<file path="config.mk">
export PLATFORM = sky130hd
export DESIGN_NAME = mostra_sequencia
export DESIGN_NICKNAME = d
export VERILOG_FILES = /design/src/rtl/mostra_sequencia.sv
export SDC_FILE = /design/constraint.sdc
export NUM_CORES = 1
export LEC_CHECK = 0
export BUFFER_PORTS_ARGS = -buffer_cell sky130_fd_sc_hd__buf_2
export CAP_MARGIN = 0
export CORE_ASPECT_RATIO = 1.2
export CORE_MARGIN = 2
export CORE_UTILIZATION = 56
export DETAILED_ROUTE_END_ITERATION = 8
export PLACE_DENSITY = 0.76
export SLEW_MARGIN = 20
export SYNTH_ARGS = -nofsm -noshare
export SYNTH_HDL_FRONTEND = slang
export SYNTH_SLANG_ARGS = --single-unit
</file>
<file path="constraint.sdc">
create_clock -name clock -period 2.7 [get_ports clock]
set_input_delay 0.54 -clock clock [delete_from_list [all_inputs] [get_ports clock]]
set_output_delay 0.54 -clock clock [all_outputs]
set_load 0.02 [all_outputs]
</file>
<file path="src/rtl/mostra_sequencia.sv">
// Playback side of the memory game: walks ROM addresses 0..limit, showing each word
// on the LEDs for T_ON cycles followed by T_OFF blank cycles, then pulses pronto.
module mostra_sequencia #(
    parameter int unsigned T_ON    = 500,
    parameter int unsigned T_OFF   = 250,
    parameter int unsigned TIMER_W = 16
) (
    input  logic       clock,
    input  logic       reset,
    input  logic       iniciar,
    input  logic [3:0] limite,
    input  logic [3:0] dado,
    output logic [3:0] endereco,
    output logic [3:0] leds,
    output logic       ocupado,
    output logic       pronto,
    output logic [3:0] db_estado
);

    localparam logic [3:0] INICIAL = 4'd0;
    localparam logic [3:0] BUSCA   = 4'd1;
    localparam logic [3:0] CARREGA = 4'd2;
    localparam logic [3:0] LIGA    = 4'd3;
    localparam logic [3:0] DESLIGA = 4'd4;
    localparam logic [3:0] PROXIMO = 4'd5;
    localparam logic [3:0] FIM     = 4'd6;

    localparam logic [TIMER_W-1:0] TON_LAST  = TIMER_W'(T_ON - 1);
    localparam logic [TIMER_W-1:0] TOFF_LAST = TIMER_W'(T_OFF - 1);
    localparam logic [TIMER_W-1:0] TIMER_ONE = TIMER_W'(1);

    logic [3:0]         estado_q, estado_d;
    logic [3:0]         endereco_q, endereco_d;
    logic [3:0]         palavra_q, palavra_d;
    logic [3:0]         limite_q, limite_d;
    logic [TIMER_W-1:0] timer_q, timer_d;

    always_comb begin
        estado_d   = estado_q;
        endereco_d = endereco_q;
        palavra_d  = palavra_q;
        limite_d   = limite_q;
        timer_d    = timer_q;
        case (estado_q)
            INICIAL: begin
                if (iniciar) begin
                    limite_d   = limite;
                    endereco_d = 4'd0;
                    estado_d   = BUSCA;
                end
            end
            BUSCA: estado_d = CARREGA;
            CARREGA: begin
                // Registered ROM: dado reflects the address presented during BUSCA.
                palavra_d = dado;
                timer_d   = '0;
                estado_d  = LIGA;
            end
            LIGA: begin
                if (timer_q == TON_LAST) begin
                    timer_d  = '0;
                    estado_d = DESLIGA;
                end else begin
                    timer_d = timer_q + TIMER_ONE;
                end
            end
            DESLIGA: begin
                if (timer_q == TOFF_LAST) begin
                    timer_d  = '0;
                    estado_d = PROXIMO;
                end else begin
                    timer_d = timer_q + TIMER_ONE;
                end
            end
            PROXIMO: begin
                if (endereco_q == limite_q) begin
                    estado_d = FIM;
                end else begin
                    endereco_d = endereco_q + 4'd1;
                    estado_d   = BUSCA;
                end
            end
            FIM:     estado_d = INICIAL;
            default: estado_d = INICIAL;
        endcase
    end

    always_ff @(posedge clock or posedge reset) begin
        if (reset) begin
            estado_q   <= INICIAL;
            endereco_q <= 4'd0;
            palavra_q  <= 4'd0;
            limite_q   <= 4'd0;
            timer_q    <= '0;
        end else begin
            estado_q   <= estado_d;
            endereco_q <= endereco_d;
            palavra_q  <= palavra_d;
            limite_q   <= limite_d;
            timer_q    <= timer_d;
        end
    end

    assign endereco  = endereco_q;
    assign leds      = (estado_q == LIGA) ? palavra_q : 4'd0;
    assign ocupado   = (estado_q != INICIAL);
    assign pronto    = (estado_q == FIM);
    assign db_estado = estado_q;

endmodule

</file>
Yosys cells after proc, flatten, opt, wreduce, memory -nomap -nowiden
Index checks and enable logic that the tools add are counted.
Word-level totals
  flip-flop bits (word level): 32
  ROM bits: 0
  latch bits: 0
  memories kept: 0
  logic and storage cells: 39
  memory bits (writable): 0
Operators by class
  $mul: 0
  shift operators: 0
  order comparisons: 0
  reductions and logical operators: 7
  equal/unequal tests: 13
  multiplexer cells: 12
  add/sub/neg operators: 2
  div/mod/pow operators: 0
  bitwise operators: 0
Operators with widths (count)
  $pmux 16 s3: 1
  $mux 16: 2
  $mux 4: 6
  $pmux 4 s6: 1
  $add 16x1->16 const B: 1
  $eq 16x8->1 const B: 1
  $eq 16x9->1 const B: 1
  $eq 4x3->1 const B: 3
  $eq 4x2->1 const B: 2
  $ne 2x2->1 const B: 4
  $pmux 4 s2: 1
  $reduce_and 3->1: 2
  $add 4x1->4 const B: 1
  $eq 4x1->1 const B: 1
  $eq 4x4->1: 1
  $logic_not 4->1: 1
  $reduce_bool 4->1: 1
  $mux 3: 1
  $reduce_bool 3->1: 1
  $reduce_and 2->1: 1
  $reduce_bool 2->1: 1

Logic depth before layout (Yosys ltp)
Gate-level depths: netlist of the first run.
  depth after elaboration: 3
  mapped depth: 8
  mapped depth without buffers: 7

Worst setup path before layout of the first run
OpenSTA, ideal clock, no wires.
  kind: register to register
  from: register timer_q[2]
  to: register timer_q[12]
  data required time: 2.577 ns
  setup slack: 0.797 ns
  stages on the path, launching flop included: 7
  arrival time: 1.780 ns
  cells stage by stage: dfrtp_1 > or4_1 > nor4_4 > a21oi_2 > buf_6 > o22ai_1 > nand2_1
Between the ends
  longest elaborated chain between the ends: 3
RTL lines
  from (decl): line 36  | logic [TIMER_W-1:0] timer_q, timer_d;
  from (signal assigned): line 100  | timer_q <= timer_d;
  $add 16x1->16, or another cell as far along: line 64, 72
  $mux 16, on equally long branches: line 68, 60
  $pmux 16 s3 *: line 44  | case (estado_q)
Every way passes the cells marked *; elsewhere a longest branch is shown, timed or not.
A chain may end at the register's enable or synchronous reset.

Final worst setup path of the first run
  from: register timer_q[2]
  to: register timer_q[5]
Same word-level chain as after synthesis.

==> summary.md, run 1 <==
| Metric | Value |
|---|---|
| Area leader, netlist | dfrtp_1 |
| IO buf count | 23 |
| EDFF count, synth | 0 |
| Post-route ant nets | 0 |
| Post-route DRC violation count | 0 |
| Syn Nets | 207 |
| Max Cap Violations | 0 |
| Wirelength, routed | 3580 um |
| Core area | roughly 0.0030 mm2 |
| VDD IR max | 0.0005559 V |
| Largest net degree at the start of global routing | 32 |
| Post-route cell area | 0.001943 mm2 |
| Final Hold Vio Count | 0 |
| R2R depth | 5 |
| Hold Path Class | in2async |
| Clk_lat worst skew | between 300 and 400 ps |
| Fmax | roughly 460 MHz |
| Sequential area share after synthesis | 0.4429 |
| Pre-Repair DR Iteration Count | 5 |
| CTS H-tree lvls | 2 |
| Worst-Margin Slew | between 700 and 800 ps |
| Vias per inst | 5.783 |
| FP Rows | 22 |
| Post-Syn Instances | 193 |
| Die width | 55.06 um |
| DIE AREA | around 0.0036 mm2 |
| CTS tree | built |
| Clock Path Buffers | 2 |
| Vias in the first global route | 1384 |
| CP startpoint kind | flip-flop |
| PnR Total Power | approximately 0.0018 W |
| Worst rel slew slack | 0.5236 |
| Critical Path AT | 2390 ps |
| Post-DP HPWL | ~2600 um |
| Status | finished, final reports clean |
| Worst Path Max Fanout | 16 |
| Gp weighted congestion | between 0.8 and 0.9 |
| Hold_ws | approximately 270 ps |
| Layout area overhead | 10.93% |
| Setup Skew | 5.412 ps |
| Post-Route Setup TNS | 0 ps |
| Ys flop type | dfrtp_1 |
| Syn Area/Cell | between 9 and 10 um2 |
| Count leader, synth | nand2_1 |
| Iteration-0 DRC count of the detailed router | 41 |
| Starting Density | 0.5785 |
| Via Count | 1463 |
| Worst path required time | ~2900 ps |
| Synth top cells by count | nand2_1, dfrtp_1, nor2_1 |
| Top-area cell type share of the netlist area | 0.4429 |
| Ys Warns | 0 |
| NumNets Final | 230 |
| Fin crit share | 0.8103 |
| Clock Tree Root | clkbuf_4 |
| Clock sink count | 31 |
| Cell area power density | approximately 910 mW/mm2 |
| CP endpoint kind | flip-flop |
| Synth area leaders | dfrtp_1, nand2_1, mux2_2 |
| Synth Cell Area | around 0.0018 mm2 |
| Routed wire per std cell | 14.15 um |
| RSZ-0062 raised after global routing | false |
| Placement Cell Area | ~0.0019 mm2 |
| Layout cells sized above 1 | 0.2120 |
| Post-route core utilization | 0.6417 |
| Initial antenna violation count | 0 |
| CP Class | reg2reg |
| Boundary pin count | 25 |
| FF+latch count, synth | 31 |
| LEAKAGE | a little over 0.9 nW |
| CTS buffer count | 5 |
| Post-synth ARST share | 1.000 |
| Post-cts resize count | 0 |
| Chip Height | roughly 65 um |
| Pins over their slew limit | 0 |
| Global-route wire length before repair | roughly 6100 um |
| Clock Pin Slew Worst Setup and Hold Paths | roughly 90 ps |
| Overall routing resource usage | 0.2337 |
| CTS Hold Bufs | 0 |
| Final Setup Violations | 0 |
| Final min period | between 2000 and 2500 ps |
| Synth cell types | 36 |
| Gr ovfl total | 0 |
| Post-CTS setup buffers | 0 |
| Diodes inserted | 0 |
layer usage:
metal / wire length, um / share of wire / vias up / global-route usage
met3: 142 / 0.040 / 8 / 0.06364
met2: 1843 / 0.51 / 30 / 0.3929
met4: 65 / 0.018 / 0 / 0.08841
met1: 1529 / 0.43 / 699 / 0.2759
li1: - / - / 726 / -
met5: 0 / 0 / - / 0
logic make-up (layout without fill, tap and decap cells):
family / Yosys count / after routing / share of synthesized area
AOI/OAI and AO/OA: 32 / 32 / 0.1164
xor gates and xnor gates: 7 / 7 / 0.03500
adders and majority gates: 3 / 3 / 0.02143
buffers and inverters: 14 / 38 / 0.04072
DFF: 31 / 31 / 0.4429
muxes: 11 / 11 / 0.06857
other: 1 / 1 / 0.002141
and+or+nand+nor: 94 / 94 / 0.2729
cells in the final DEF (no fill, tap or decap), drive strengths merged, types with 5 or more instances in the layout:
cell type / netlist / routed
clkbuf: 6 / 8
and2: 7 / 7
buf: 3 / 25
o21ai: 5 / 5
a21oi: 7 / 7
dfrtp: 31 / 31
mux2: 8 / 8
nand4: 6 / 6
nand2: 39 / 39
inv: 5 / 5
nor2: 14 / 14
nor3: 6 / 6
o22ai: 12 / 12
xnor2: 7 / 7
state kept, by name, indices dropped and copies added, names as in the netlist:
name       cells
db_estado      3
limite_q       4
palavra_q      4
endereco       4
timer_q       16
final timing paths:
check                              from           end  slack (ps)
max                          timer_q[2]    timer_q[5]         510
min                               reset   limite_q[3]         270
max reg2reg                  timer_q[2]    timer_q[5]         510
min reg2reg                palavra_q[0]  palavra_q[0]         510
max in group asynchronous         reset    timer_q[6]        2140
min in group clock              dado[1]  palavra_q[1]         440
power by group:
group	internal (W)	switching (W)
clock	0.000153	0.000154
sequential	0.000590	0.000152
combinational	0.000300	0.000419
stage by stage:
step	setup slack [ps]	std cells
after global routing	409.0	253
after detailed placement	560.2	245
after floorplan	797.4	193
after CTS	543.2	253
after global placement	634.2	245
final	512.1	253
worst max-delay path: stages, from the launching register on:
cell and delay, ps:
dfrtp_1 460, or4_1 600, nor4_4 330, a21oi_2 250, o21ai_0 300, o211ai_1 130
final cells by class:
cell class | count | area (um2)
clock buffer | 8 | 68.82
tap | 36 | 45.04
inverter | 5 | 18.77
fill | 260 | 1085
sequential | 31 | 775.7
multi-input combinational | 148 | 904.6
timing repair buffer | 25 | 130.1
Power figures use the tool's default switching activity.
==> inputs of run 2 (changes only) <==
==> constraint.sdc (replaced) <==
create_clock -name clock -period 2.25 [get_ports clock]
set_input_delay 0.45 -clock clock [delete_from_list [all_inputs] [get_ports clock]]
set_output_delay 0.45 -clock clock [all_outputs]
set_load 0.02 [all_outputs]
==> summary.md, run 2 (synthesis gave the netlist of run 1 again) <==
| Metric | Value |
|---|---|
| CTS tree | built (unchanged) |
| CP Class | reg2reg (unchanged) |
| CP endpoint kind | flip-flop (unchanged) |
| Post-Place Worst Slack | 99.86 ps (was 560.2 ps) |
| VDD IR max | 0.0007513 V (was 0.0005559 V) |
| Clock sink count | 31 (unchanged) |
| Critical Path AT | 2310 ps (was 2390 ps) |
| Clk_lat worst skew | 330 ps (was 320 ps) |
| Worst Path Max Fanout | 16 (unchanged) |
| Core area | 0.003028 mm2 (unchanged) |
| Commonest non-fill, non-tap cells in the layout | nand2_1, dfrtp_1, buf_2, nor2_1, o22ai_1 (unchanged) |
| Post-DP HPWL | 2703 um (was 2599 um) |
| Overall routing resource usage | 0.2537 (was 0.2337) |
| CTS H-tree lvls | 2 (unchanged) |
| Boundary pin count | 25 (unchanged) |
| Via Count | 1496 (was 1463) |
| Fillers | 260 (unchanged) |
| Pins over their slew limit | 0 (unchanged) |
| Pre-Repair DR Iteration Count | 4 (was 5) |
| Final Setup Violations | 0 (unchanged) |
| Final Hold Vio Count | 0 (unchanged) |
| Final min period | 2102 ps (was 2188 ps) |
| Setup Skew | 13.54 ps (was 5.412 ps) |
| Fmax | 475.8 MHz (was 457.1 MHz) |
| Diodes inserted | 0 (unchanged) |
| Post-route ant nets | 0 (unchanged) |
| RSZ-0062 raised after global routing | false (unchanged) |
| Layout area overhead | 12.21% (was 10.93%) |
| Hold Path Class | in2async (unchanged) |
| Post-route DRC violation count | 0 (unchanged) |
| Wirelength, routed | 3871 um (was 3580 um) |
| Gp weighted congestion | 0.8674 (was 0.8618) |
| Starting Density | 0.5785 (unchanged) |
| LEAKAGE | 0.9272 nW (was 0.9157 nW) |
| Clock Pin Slew Worst Setup and Hold Paths | 100 ps (was 90 ps) |
| CP startpoint kind | flip-flop (unchanged) |
| IO buf count | 23 (unchanged) |
| Chip Height | 65.27 um (unchanged) |
| FP Rows | 22 (unchanged) |
| Largest net degree at the start of global routing | 32 (unchanged) |
| CTS buffer count | 5 (unchanged) |
| Hold_ws | 171.7 ps (was 269.9 ps) |
| Die width | 55.06 um (unchanged) |
| Post-Route Setup TNS | 0 ps (unchanged) |
| Worst rel slew slack | 0.5070 (was 0.5236) |
| Clock Path Buffers | 2 (unchanged) |
| Gr ovfl total | 0 (unchanged) |
| Biggest register | timer_q (unchanged) |
| Initial antenna violation count | 0 (unchanged) |
| Worst path required time | 2460 ps (was 2900 ps) |
| NumNets Final | 230 (unchanged) |
| Most common cell after layout, fill and taps aside | nand2_1 (unchanged) |
| Fin crit share | 0.9341 (was 0.8103) |
| Max reg flops | 16 (unchanged) |
| Final setup margin | 148.3 ps (was 512.1 ps) |
| Iteration-0 DRC count of the detailed router | 41 (unchanged) |
| Clock Tree Root | clkbuf_4 (unchanged) |
| Cell area power density | 1131 mW/mm2 (was 909.8 mW/mm2) |
| DIE AREA | 0.003593 mm2 (unchanged) |
| Routed wire per std cell | 15.30 um (was 14.15 um) |
| Worst-Margin Slew | 739.5 ps (was 714.6 ps) |
| Layout cells sized above 1 | 0.2166 (was 0.2120) |
| Vias per inst | 5.913 (was 5.783) |
| Max Cap Violations | 0 (unchanged) |
| CTS Hold Bufs | 0 (unchanged) |
| Vias in the first global route | 1435 (was 1384) |
| Status | finished, final reports clean (unchanged) |
| Global-route wire length before repair | 6472 um (was 6051 um) |
==> run 2: cell types whose count changed in the layout (fill, tap and decap cells not counted) <==
cell,change
clkinv_2,+1
bufinv_16,+1
clkbuf_1,-1
nor2_4,+1
clkbuf_8,-1
nor2_2,-1
==> run 2: where the power goes <==
part	internal [W]	switching [W]	leakage, nW
clock network	0.000263	0.000193	0.0482
registers	0.000707	0.000184	0.405
logic	0.000366	0.000510	0.474
total	0.00134	0.000887	0.927
==> run 2: per-stage QoR <==
| stage | cells | util | instance area, um2 | total power [W] |
|---|---|---|---|---|
| 2_1_floorplan | 193 | - | 1752 | 0.001541 |
| 3_3_place_gp | 245 | 0.6190 | 1874 | 0.001711 |
| 3_5_place_dp | 245 | 0.6190 | 1874 | 0.001768 |
| 4_1_cts | 253 | 0.6475 | 1961 | 0.002235 |
| 5_1_grt | 253 | 0.6492 | 1966 | 0.002394 |
| 6_report | 253 | 0.6492 | 1966 | 0.002223 |
==> run 2: path summary, 6_finish.rpt <==
kind / from / end / slack, ps / cells after the start
setup reg to reg: timer_q[2] / timer_q[7] / 150 / 5
min in group clock: limite[2] / limite_q[2] / 340 / 2
max in group asynchronous: reset / timer_q[2] / 1780 / 3
setup / recovery: timer_q[2] / timer_q[7] / 150 / 5
hold / removal: reset / limite_q[3] / 170 / 3
hold reg to reg: palavra_q[0] / palavra_q[0] / 510 / 1
==> run 2: area by class of cell <==
class / count / area [um2] / area share
Tap cell: 36 / 45.04 / 0.02292
Clock buffer: 6 / 51.30 / 0.02610
Timing Repair Buffer: 25 / 130.1 / 0.06620
Inverter: 5 / 18.77 / 0.009548
Clock inverter: 2 / 35.03 / 0.01782
Sequential cell: 31 / 775.7 / 0.3947
Multi-Input combinational cell: 148 / 909.6 / 0.4628
==> run 2: layer usage <==
metal,wire length (um),track usage,part of all wire,up-vias
li1,-,-,-,720
met1,1542,0.2866,0.40,723
met2,2094,0.4420,0.54,41
met3,155,0.06818,0.040,12
met4,79,0.09146,0.020,0
met5,0,0,0,-
==> run 2: critical path, cell delays in order (launching register included) <==
cell,delay (ps)
dfrtp_1,450
or4_1,590
nor4_4,340
a21oi_2,250
o21ai_0,240
o211ai_1,110
==> run 2: timing repair <==
item	CTS	global route
buffers inserted	0	0
gates resized for setup	0	1
endpoints found under the hold margin	0	0
setup endpoints to repair	0	2
==> inputs of run 3 (changes only) <==
--- a/config.mk
+++ b/config.mk
@@ -11,7 +11,7 @@
 export CORE_MARGIN = 2
 export CORE_UTILIZATION = 56
 export DETAILED_ROUTE_END_ITERATION = 8
-export PLACE_DENSITY = 0.76
+export PLACE_DENSITY = 0.89
 export SLEW_MARGIN = 20
 export SYNTH_ARGS = -nofsm -noshare
 export SYNTH_HDL_FRONTEND = slang
==> summary.md, run 3 (synthesis gave the netlist of run 1 again) <==
| Metric | Value |
|---|---|
| Status | finished, final reports clean (unchanged) |
| CP endpoint kind | flip-flop (unchanged) |
| Setup Skew | 11.77 ps (was 13.54 ps) |
| Max Cap Violations | 0 (unchanged) |
| Met2 usage | 0.3631 (was 0.4420) |
| Clk_lat worst skew | 340 ps (was 330 ps) |
| Starting Density | 0.5785 (unchanged) |
| CP Class | reg2reg (unchanged) |
| Boundary pin count | 25 (unchanged) |
| Most common cell after layout, fill and taps aside | nand2_1 (unchanged) |
| Internal power | 0.001240 W (was 0.001336 W) |
| Layout cells sized above 1 | 0.2273 (was 0.2166) |
| CTS Hold Bufs | 0 (unchanged) |
| Initial antenna violation count | 0 (unchanged) |
| Worst Path Max Fanout | 14 (was 16) |
| Post-route ant nets | 0 (unchanged) |
| Vias in the first global route | 1398 (was 1435) |
| VDD IR max | 0.0006613 V (was 0.0007513 V) |
| Fin crit share | 0.9334 (was 0.9341) |
| Largest net degree at the start of global routing | 32 (unchanged) |
| Post-route DRC violation count | 0 (unchanged) |
| Clk network pwr share | 0.159 (was 0.205) |
| Switching fraction of total power | 0.4124 (was 0.3992) |
| Reg2reg end | timer_q[7] (unchanged) |
| Met3 Use GR | 0.06364 (was 0.06818) |
| Pins over their slew limit | 0 (unchanged) |
| Sw power | 0.0008701 W (was 0.0008875 W) |
| Worst path required time | 2460 ps (about the same) |
| Cell area power density | 1065 mW/mm2 (was 1131 mW/mm2) |
| Diodes inserted | 0 (unchanged) |
| FF-to-FF Start | timer_q[15] (was timer_q[2]) |
| DIE AREA | 0.003593 mm2 (unchanged) |
| Final Hold Vio Count | 0 (unchanged) |
| Busiest layer in global routing | met2 (unchanged) |
| Biggest register | timer_q (unchanged) |
| CP startpoint kind | flip-flop (unchanged) |
| IO buf count | 23 (unchanged) |
| Wirelength, routed | 3603 um (was 3871 um) |
| Post-DP HPWL | 2460 um (was 2703 um) |
| Clock Path Buffers | 2 (unchanged) |
| Gr ovfl total | 0 (unchanged) |
| FP Rows | 22 (unchanged) |
| Die width | 55.06 um (unchanged) |
| Global-route wire length before repair | 5823 um (was 6472 um) |
| Clock sink count | 31 (unchanged) |
| Clock Pin Slew Worst Setup and Hold Paths | 100 ps (about the same) |
| Final min period | 2100 ps (was 2102 ps) |
| LEAKAGE | 0.9375 nW (was 0.9272 nW) |
| NumNets Final | 234 (was 230) |
| Vias per inst | 5.922 (was 5.913) |
| RSZ-0062 raised after global routing | false (unchanged) |
| Hold_ws | 163.8 ps (was 171.7 ps) |
| Fmax | 476.2 MHz (was 475.8 MHz) |
| Pre-Repair DR Iteration Count | 4 (unchanged) |
| Worst R2R Setup Slack | 150 ps (about the same) |
| R2R depth | 6 (was 5) |
| Via Count | 1516 (was 1496) |
| Routed wire per std cell | 14.07 um (was 15.30 um) |
| Commonest non-fill, non-tap cells in the layout | nand2_1, dfrtp_1, buf_2, nor2_1, o22ai_1 (unchanged) |
| Gp weighted congestion | 0.8207 (was 0.8674) |
| Comb power frac | 0.436 (was 0.394) |
| CTS H-tree lvls | 2 (unchanged) |
| Hold Path Class | in2async (unchanged) |
| Overall routing resource usage | 0.2261 (was 0.2537) |
| Core area | 0.003028 mm2 (unchanged) |
| CTS buffer count | 5 (unchanged) |
| Iteration-0 DRC count of the detailed router | 71 (was 41) |
| Seq pwr share | 0.406 (was 0.401) |
| Final Setup Violations | 0 (unchanged) |
| CTS tree | built (unchanged) |
| Chip Height | 65.27 um (unchanged) |
| Layout area overhead | 13.07% (was 12.21%) |
| Clock Tree Root | clkbuf_4 (unchanged) |
| Worst-Margin Slew | 531.1 ps (was 739.5 ps) |
| Worst rel slew slack | 0.6451 (was 0.5070) |
| GR Util met1 | 0.2586 (was 0.2866) |
| Post-Route Setup TNS | 0 ps (unchanged) |
| Critical Path AT | 2310 ps (about the same) |
| Max reg flops | 16 (unchanged) |
[run 3: cell types whose count changed in the layout (fill, tap and decap cells not counted)]
cell / change
a21oi_4: +2
a21oi_2: -2
bufinv_16: -1
buf_4: +4
[run 3: timing repair]
action / CTS / global route
setup buffers: 0 / 2
setup endpoints to repair: 0 / 6
gates resized for setup: 0 / 3
[run 3: cell type report]
class	instances	area, um2
fill	264	1047
multi-input combinational	148	924.6
sequential	31	775.7
timing repair buffer	29	160.2
clock buffer	6	51.30
tap	36	45.04
inverter	5	18.77
clock inverter	1	5.005
[run 3: metal layers]
layer / routed length [um] / vias to the layer above
met5: 0 / -
met4: 76 / 0
met3: 198 / 9
met2: 1844 / 46
met1: 1483 / 731
li1: - / 730
[run 3: power by group through the flow]
stage	sequential (W)	combinational (W)	clock (W)
after floorplan	0.000879	0.000662	0
after global placement	0.000860	0.000879	0
after detailed placement	0.000866	0.000903	0
after CTS	0.000855	0.000909	0.000337
after global routing	0.000884	0.00104	0.000361
final	0.000856	0.000919	0.000335
[run 3: how the worst max path moves through the flow]
stage,cells after the start,slack (ps),to,start
after detailed placement,5,130,timer_q[7],timer_q[15]
final,6,150,timer_q[7],timer_q[15]
after floorplan,6,350,timer_q[12],timer_q[2]
after global routing,6,50,timer_q[7],timer_q[12]
after global placement,5,190,timer_q[7],timer_q[9]
after CTS,5,70,timer_q[7],timer_q[12]
[run 3: worst max-delay path, cell delays in order (launching register included)]
cell and delay (ps):
dfrtp_1 440, or4_1 610, nor4_4 310, buf_4 170
a21oi_4 120, o21ai_0 210, o211ai_1 110
[run 3: metrics by stage]
stage,setup slack [ps],instances,power (W),cell area [um2],utilization
floorplan,347.4,193,0.001541,1752,-
CTS,68.57,254,0.002100,1946,0.6426
detailed placement,129.8,247,0.001769,1889,0.6240
global placement,187.8,247,0.001739,1889,0.6240
global route,49.01,256,0.002281,1981,0.6541
finish,149.9,256,0.002110,1981,0.6541
